===== src/rtl/pht_pkg.sv =====
// -----------------------------------------------------------------------------
// pht_pkg -- shared types and helpers for the PHT branch predictor slice.
//
// Contents:
//   PC_W, HIST_W, IDX_PC_BITS, IDX_W, FIFO_DEPTH : geometry of the predictor
//   ctr_t       : 2-bit saturating counter state (SNT/WNT/WT/ST)
//   CTR_INIT    : counter value after reset (weakly not-taken)
//   inflight_t  : one in-flight prediction {pc, idx, pred}
//   ctr_inc / ctr_dec / ctr_train : saturating counter updates
//
// The in-flight record width is fixed here, so changing PC or history width
// is done in this package rather than by overriding top-level parameters.
// -----------------------------------------------------------------------------
package pht_pkg;

  localparam int PC_W        = 10;
  localparam int HIST_W      = 3;
  localparam int IDX_PC_BITS = 4;
  localparam int IDX_W       = IDX_PC_BITS + HIST_W;
  localparam int PHT_ENTRIES = 1 << IDX_W;
  localparam int FIFO_DEPTH  = 4;

  typedef enum logic [1:0] {
    SNT = 2'b00,
    WNT = 2'b01,
    WT  = 2'b10,
    ST  = 2'b11
  } ctr_t;

  localparam ctr_t CTR_INIT = WNT;

  typedef struct packed {
    logic [PC_W-1:0]  pc;
    logic [IDX_W-1:0] idx;
    logic             pred;
  } inflight_t;

  function automatic ctr_t ctr_inc(input ctr_t c);
    return (c == ST) ? ST : ctr_t'(c + 2'd1);
  endfunction

  function automatic ctr_t ctr_dec(input ctr_t c);
    return (c == SNT) ? SNT : ctr_t'(c - 2'd1);
  endfunction

  function automatic ctr_t ctr_train(input ctr_t c, input logic taken);
    return taken ? ctr_inc(c) : ctr_dec(c);
  endfunction

endpackage


===== src/rtl/pht_inflight_fifo.sv =====
// -----------------------------------------------------------------------------
// pht_inflight_fifo -- synchronous FIFO of in-flight predictions.
//
// Ports:
//   clk, rst        : clock, synchronous active-high reset
//   push, push_data : enqueue request and record
//   pop             : dequeue request (ignored when empty)
//   flush           : drop every entry at the clock edge
//   head            : oldest record (valid only when !empty)
//   full, empty     : occupancy flags
//
// A push while full is accepted when a pop happens in the same cycle, since
// the pop frees the slot the push needs. DEPTH must be a power of 2, >= 2,
// so the pointers wrap by natural overflow.
// -----------------------------------------------------------------------------
module pht_inflight_fifo
  import pht_pkg::*;
#(
  parameter int DEPTH = 4
) (
  input  logic      clk,
  input  logic      rst,
  input  logic      push,
  input  inflight_t push_data,
  input  logic      pop,
  input  logic      flush,
  output inflight_t head,
  output logic      full,
  output logic      empty
);

  localparam int PTR_W = $clog2(DEPTH);
  localparam int CNT_W = PTR_W + 1;

  inflight_t        mem [DEPTH];
  logic [PTR_W-1:0] wr_ptr;
  logic [PTR_W-1:0] rd_ptr;
  logic [CNT_W-1:0] count;
  logic [CNT_W-1:0] count_next;
  logic             do_push;
  logic             do_pop;

  assign full    = (count == CNT_W'(DEPTH));
  assign empty   = (count == '0);
  assign do_pop  = pop && !empty;
  assign do_push = push && (!full || do_pop);
  assign head    = mem[rd_ptr];

  // NOTE: every variable written in always_comb gets a default first, so no
  // path leaves it unassigned and no latch is inferred.
  always_comb begin
    count_next = count;
    if (do_push && !do_pop) count_next = count + 1'b1;
    if (do_pop && !do_push) count_next = count - 1'b1;
  end

  // NOTE: sequential state uses non-blocking assignments so every flop
  // samples the pre-edge values regardless of statement order.
  always_ff @(posedge clk) begin
    if (rst || flush) begin
      wr_ptr <= '0;
      rd_ptr <= '0;
      count  <= '0;
    end else begin
      if (do_push) wr_ptr <= wr_ptr + 1'b1;
      if (do_pop)  rd_ptr <= rd_ptr + 1'b1;
      count <= count_next;
    end
  end

  // NOTE: the storage array has no reset; an entry is only read after it was
  // written, and occupancy alone decides validity.
  always_ff @(posedge clk) begin
    if (do_push) mem[wr_ptr] <= push_data;
  end

endmodule


===== src/rtl/pht_predictor.sv =====
// -----------------------------------------------------------------------------
// pht_predictor -- pattern-history-table branch predictor behind the branch
// history cache.
//
// Lookup side:
//   lookup_valid, lookup_pc, lookup_history, lookup_hit : request from cache
//   lookup_ready : FIFO can take the request (!full || resolve_valid)
//   pred_valid, pred_taken : registered prediction, one cycle after accept
// Resolve side:
//   resolve_valid, resolve_taken : outcome of the oldest in-flight branch
//   flush        : squash every in-flight entry
//   mispredict   : one-cycle pulse, resolved outcome != stored prediction
//   upd_we, upd_branch_taken, upd_pc : cache update port
//   err_underflow: sticky, a resolve arrived with nothing in flight
// Statistics (build macro PHT_PRED_STATS_EN):
//   stat_resolved, stat_mispred : saturating 16-bit counters; tied to 0 when
//   the macro is not defined.
//
// clk, rst: clock and synchronous active-high reset.
// -----------------------------------------------------------------------------
module pht_predictor
  import pht_pkg::*;
#(
  parameter int FIFO_DEPTH_P = FIFO_DEPTH
) (
  input  logic              clk,
  input  logic              rst,
  input  logic              lookup_valid,
  input  logic [PC_W-1:0]   lookup_pc,
  input  logic [HIST_W-1:0] lookup_history,
  input  logic              lookup_hit,
  output logic              lookup_ready,
  output logic              pred_valid,
  output logic              pred_taken,
  input  logic              resolve_valid,
  input  logic              resolve_taken,
  input  logic              flush,
  output logic              mispredict,
  output logic              upd_we,
  output logic              upd_branch_taken,
  output logic [PC_W-1:0]   upd_pc,
  output logic              err_underflow,
  output logic [15:0]       stat_resolved,
  output logic [15:0]       stat_mispred
);

  ctr_t             pht [PHT_ENTRIES];
  logic [IDX_W-1:0] lookup_idx;
  logic             lookup_pred;
  logic             accept;
  logic             pop;
  logic             head_mispred;
  inflight_t        push_rec;
  inflight_t        head;
  logic             fifo_full;
  logic             fifo_empty;

  // A cache miss carries no trustworthy history, so only the PC selects the
  // counter group in that case.
  assign lookup_idx  = {lookup_pc[IDX_PC_BITS-1:0],
                        lookup_hit ? lookup_history : HIST_W'(0)};
  // The table is read before this edge's training write, so a lookup hitting
  // the entry being trained sees the old counter.
  assign lookup_pred = pht[lookup_idx][1];

  assign lookup_ready = !fifo_full || resolve_valid;
  // A flush in the same cycle squashes the lookup along with the FIFO.
  assign accept       = lookup_valid && lookup_ready && !flush;
  assign pop          = resolve_valid && !fifo_empty;
  assign head_mispred = head.pred != resolve_taken;

  assign push_rec.pc   = lookup_pc;
  assign push_rec.idx  = lookup_idx;
  assign push_rec.pred = lookup_pred;

  pht_inflight_fifo #(
    .DEPTH (FIFO_DEPTH_P)
  ) u_fifo (
    .clk       (clk),
    .rst       (rst),
    .push      (accept),
    .push_data (push_rec),
    .pop       (resolve_valid),
    .flush     (flush),
    .head      (head),
    .full      (fifo_full),
    .empty     (fifo_empty)
  );

  // Unlike the FIFO storage, the counters hold architectural state and must
  // start from a known value.
  always_ff @(posedge clk) begin
    if (rst) begin
      for (int i = 0; i < PHT_ENTRIES; i++) pht[i] <= CTR_INIT;
    end else if (pop) begin
      pht[head.idx] <= ctr_train(pht[head.idx], resolve_taken);
    end
  end

  always_ff @(posedge clk) begin
    if (rst) begin
      pred_valid       <= 1'b0;
      pred_taken       <= 1'b0;
      mispredict       <= 1'b0;
      upd_we           <= 1'b0;
      upd_branch_taken <= 1'b0;
      upd_pc           <= '0;
      err_underflow    <= 1'b0;
    end else begin
      pred_valid       <= accept;
      pred_taken       <= accept && lookup_pred;
      mispredict       <= pop && head_mispred;
      upd_we           <= pop;
      upd_branch_taken <= pop && resolve_taken;
      if (pop) upd_pc <= head.pc;
      if (resolve_valid && fifo_empty) err_underflow <= 1'b1;
    end
  end

`ifdef PHT_PRED_STATS_EN
  logic [15:0] stat_resolved_q;
  logic [15:0] stat_mispred_q;

  always_ff @(posedge clk) begin
    if (rst) begin
      stat_resolved_q <= '0;
      stat_mispred_q  <= '0;
    end else if (pop) begin
      if (stat_resolved_q != 16'hFFFF) stat_resolved_q <= stat_resolved_q + 16'd1;
      if (head_mispred && stat_mispred_q != 16'hFFFF)
        stat_mispred_q <= stat_mispred_q + 16'd1;
    end
  end

  assign stat_resolved = stat_resolved_q;
  assign stat_mispred  = stat_mispred_q;
`else
  assign stat_resolved = '0;
  assign stat_mispred  = '0;
`endif

endmodule


===== config.mk =====
export PLATFORM = sky130hd
export DESIGN_NAME = pht_predictor
export DESIGN_NICKNAME = d
export VERILOG_FILES = /design/src/rtl/pht_pkg.sv /design/src/rtl/pht_inflight_fifo.sv /design/src/rtl/pht_predictor.sv
export SDC_FILE = /design/constraint.sdc
export NUM_CORES = 1
export LEC_CHECK = 0
export ABC_AREA = 1
export BUFFER_PORTS_ARGS = -buffer_cell sky130_fd_sc_hd__buf_2
export CAP_MARGIN = 10
export CORE_MARGIN = 4
export CORE_UTILIZATION = 55
export DETAILED_ROUTE_END_ITERATION = 10
export PLACE_DENSITY = 0.69
export SLEW_MARGIN = 20
export SYNTH_ARGS = -nofsm -noshare
export SYNTH_HDL_FRONTEND = slang
export SYNTH_SLANG_ARGS = --single-unit

===== constraint.sdc =====
create_clock -name clk -period 6.9 [get_ports clk]
set_input_delay 0.69 -clock clk [delete_from_list [all_inputs] [get_ports clk]]
set_output_delay 0.69 -clock clk [all_outputs]
set_load 0.1 [all_outputs]

==> results by group <==
Route
  • Vias: 15600
  • DR pass1 iterations: 6
  • Number of DRC violations after detailed routing: 0
  • Drt total wl: 51.9 mm
  • Avg WL per Cell: 19.3 um
  • Starting DRT DRC Count: 1843
  • Vias/cell: 5.79
  • Antenna-violating nets left: 0

STA
  • Skew final: 0.0144 ns
  • Slew margin rel.: 24.4%
  • RSZ-0062 raised after global routing: no
  • Final setup violation count: 0
  • Pins Over Slew Limit: 0
  • Worst-margin pin slew: 1.13 ns
  • Min Tclk post-route: 4.87 ns
  • Setup TNS after final layout: 0 ns
  • Min Hold Slack: 0.384 ns
  • Crit share post-route: 70.5%
  • Final hold vios: 0
  • Fmax: 206 MHz

Logic synthesis
  • Syn Inst Count: 2277
  • Post-synthesis sequential area ratio: 52.9%
  • Synth unique cells: 30
  • Flops & latches, synth: 337
  • Post-synthesis cell area: 18600 sq um
  • Avg Cell Area, Syn: 8.19 sq um
  • Synth Warn #: 0

Worst hold path
  • Worst hold path type: input pin to flip-flop

Placement
  • Routability-driven placement congestion ratio: 0.924
  • Input/output buffers: 36
  • Post-DP HPWL: 30.5 mm

Die
  • Die W: 192 um
  • Rows: 67
  • Die ar.: 36900 sq um
  • Die Ht: 192 um
  • Top Ports: 69
  • Starting density of the core: 55.7%
  • Core Box Area: 33400 sq um

Clock network
  • H-tree levels: 2
  • Clk slew on worst S/H paths: 0.06 ns
  • CTS resizes: 0
  • CTS Sinks: 337
  • Clk Tree Root Cell: clkbuf_16
  • Hold_buf cts: 0
  • CTS tree: done
  • Clock Path Buffers: 3
  • Worst-Skew Late Latency: 0.53 ns
  • CTS buffer count: 38
  • Post-CTS Setup Bufs: 0

Worst setup path
  • Crit path arrival time: 5.13 ns
  • Worst r2r dst: pht[42][1]$_SDFFCE_PN0P_
  • Largest fanout on the critical path: 76
  • CP Launch Type: flip-flop
  • CP required: 7.16 ns
  • Critical Path End: pht[42][1]$_SDFFCE_PN0P_
  • Crit Path Category: flip-flop to flip-flop
  • Critical Path Sink Type: flip-flop
  • Reg-to-reg setup timing slack: 2.03 ns
  • Worst Reg2Reg Path Length in Cells: 16

Global route
  • Tot GR Track Use: 28.2%
  • Pin count of the biggest net entering global routing: 129
  • Congestion Overflow GR: 0
  • Initial antenna violation count: 0
  • Vias in the first global route: 15000
  • First-pass GRT wire length: 81.1 mm

Finish
  • Final #Nets: 2248
  • Filler Cell Count: 2954
  • Synth-to-Final Area Change: 6.73%
  • Final core area utilization: 59.5%
  • Sequential Area: 9870 sq um
  • Area of the multi-input gates: 6430 sq um
  • Share of post-route cells with drive strength above 1: 5.79%

Run
  • Max-capacitance violation count: 0

Pwr
  • Power per Cell Area: 246 nW/um^2
  • P_leak: 0.00757 uW
  • Final Total Pwr: 4890 uW
  • Maximum VDD drop: 0.000184 V

Outcome
  • Outcome: finished, final reports clean
==> cells in the final DEF (no fill, tap or decap), drive strengths merged <==
cell,instances
nand3,419
inv,396
nand2,363
nor2,341
edfxtp,312
o211ai,92
o21ai,68
buf,58
clkbuf,56
a21oi,50
conb,32
dfxtp,25
clkinv,8
a31oi,6
ha,5
or2,4
nor3,3
a32oi,2
diode,1
o22a,1
o21bai,1
o21a,1
a32o,1
fa,1
bufinv,1
==> per-layer routing <==
layer	global-route usage (%)	wire, um	up-vias
met3	6.03	5870	151
met1	36.0	19500	7318
met2	47.1	24200	872
li1	-	-	7264
met4	11.5	2270	0
met5	0	0	-
==> flip-flops by register name, summed over array words and instances, names as in the netlist, named ones only <==
signal,flops
u_fifo.count,3
pred_valid,1
err_underflow,1
u_fifo.mem,56
mispredict,1
upd_branch_taken,1
pred_taken,1
pht,256
upd_pc,10
upd_we,1
u_fifo.rd_ptr,2
u_fifo.wr_ptr,2
==> worst min path at each step <==
stage | startpoint | to | slack [ns] | depth (start not counted)
final | lookup_pc[7] | u_fifo.mem[3][15]$_DFFE_PP_ | 0.38 | 1
after global routing | lookup_pc[7] | u_fifo.mem[1][15]$_DFFE_PP_ | 0.37 | 1
after CTS | lookup_pc[7] | u_fifo.mem[3][15]$_DFFE_PP_ | 0.37 | 1
after detailed placement | err_underflow$_SDFFE_PP0P_ | err_underflow$_SDFFE_PP0P_ | 0.45 | 2
after global placement | err_underflow$_SDFFE_PP0P_ | err_underflow$_SDFFE_PP0P_ | 0.44 | 2
after floorplan | u_fifo.rd_ptr[1]$_SDFFE_PP0N_ | flip-flop | 0.44 | 2
==> Yosys cell counts (all sizes together) <==
master	instances	area, sq um
a32oi	2	17.5
ha	5	62.6
dfxtp	25	500
o21ai	68	340
clkbuf	60	225
o22a	1	10.0
a21oi	50	250
inv	395	1480
o21a	1	7.51
conb	1	3.75
edfxtp	312	9370
nor3	3	15.0
o211ai	92	691
clkinv	2	7.51
a31oi	6	37.5
fa	1	20.0
or2	4	25.0
nor2	341	1280
buf	124	811
o21bai	1	7.51
nand2	363	1370
nand3	419	2100
a32o	1	10.0
==> final cells by class <==
class	instances	area share, %
flip-flops and latches	337	49.6
multi-input cells	1390	32.3
inverters	397	7.50
clock buffers	56	5.53
well taps	448	2.82
repair buffers	58	1.86
clock inverters	8	0.340
diodes	1	0.0126
==> cells by family after synthesis <==
group / share of synthesized area, %
flops: 52.9
simple gates: 25.7
buf+inv: 13.6
other cells: 0.0201
compound gates: 7.36
fa+ha+maj: 0.443
==> power breakdown <==
part | internal (uW) | total, uW | leakage [uW] | switching (uW)
sequential | 2270 | 2280 | 0.00291 | 18.1
clock | 1140 | 1920 | 0.000577 | 789
combinational | 126 | 679 | 0.00408 | 553
total | 3530 | 4890 | 0.00757 | 1360
==> through the flow <==
stage               area (sq um)  setup WS (ns)  std cells
floorplan                  18800           3.72       2308
global placement           18700           2.15       2630
detailed placement         18700           2.10       2630
CTS                        19900           2.09       2694
global route               19900           1.61       2694
finish                     19900           2.03       2695
==> worst max-delay path, stage by stage, from the launching register on <==
cell and delay, ns:
dfxtp_1 0.69, inv_2 0.34, nand2_1 0.16, nand3_2 0.13
nand2_8 0.40, inv_2 0.40, o211ai_1 0.32, nand3_1 0.10
nand3_1 0.09, nand2_1 0.05, o21bai_1 0.21, nand2_1 0.08
nor2_1 0.33, nand2_1 0.15, nand2_4 0.49, buf_4 0.48
nor2_1 0.09
No activity file was read; power rests on OpenSTA's default activity.
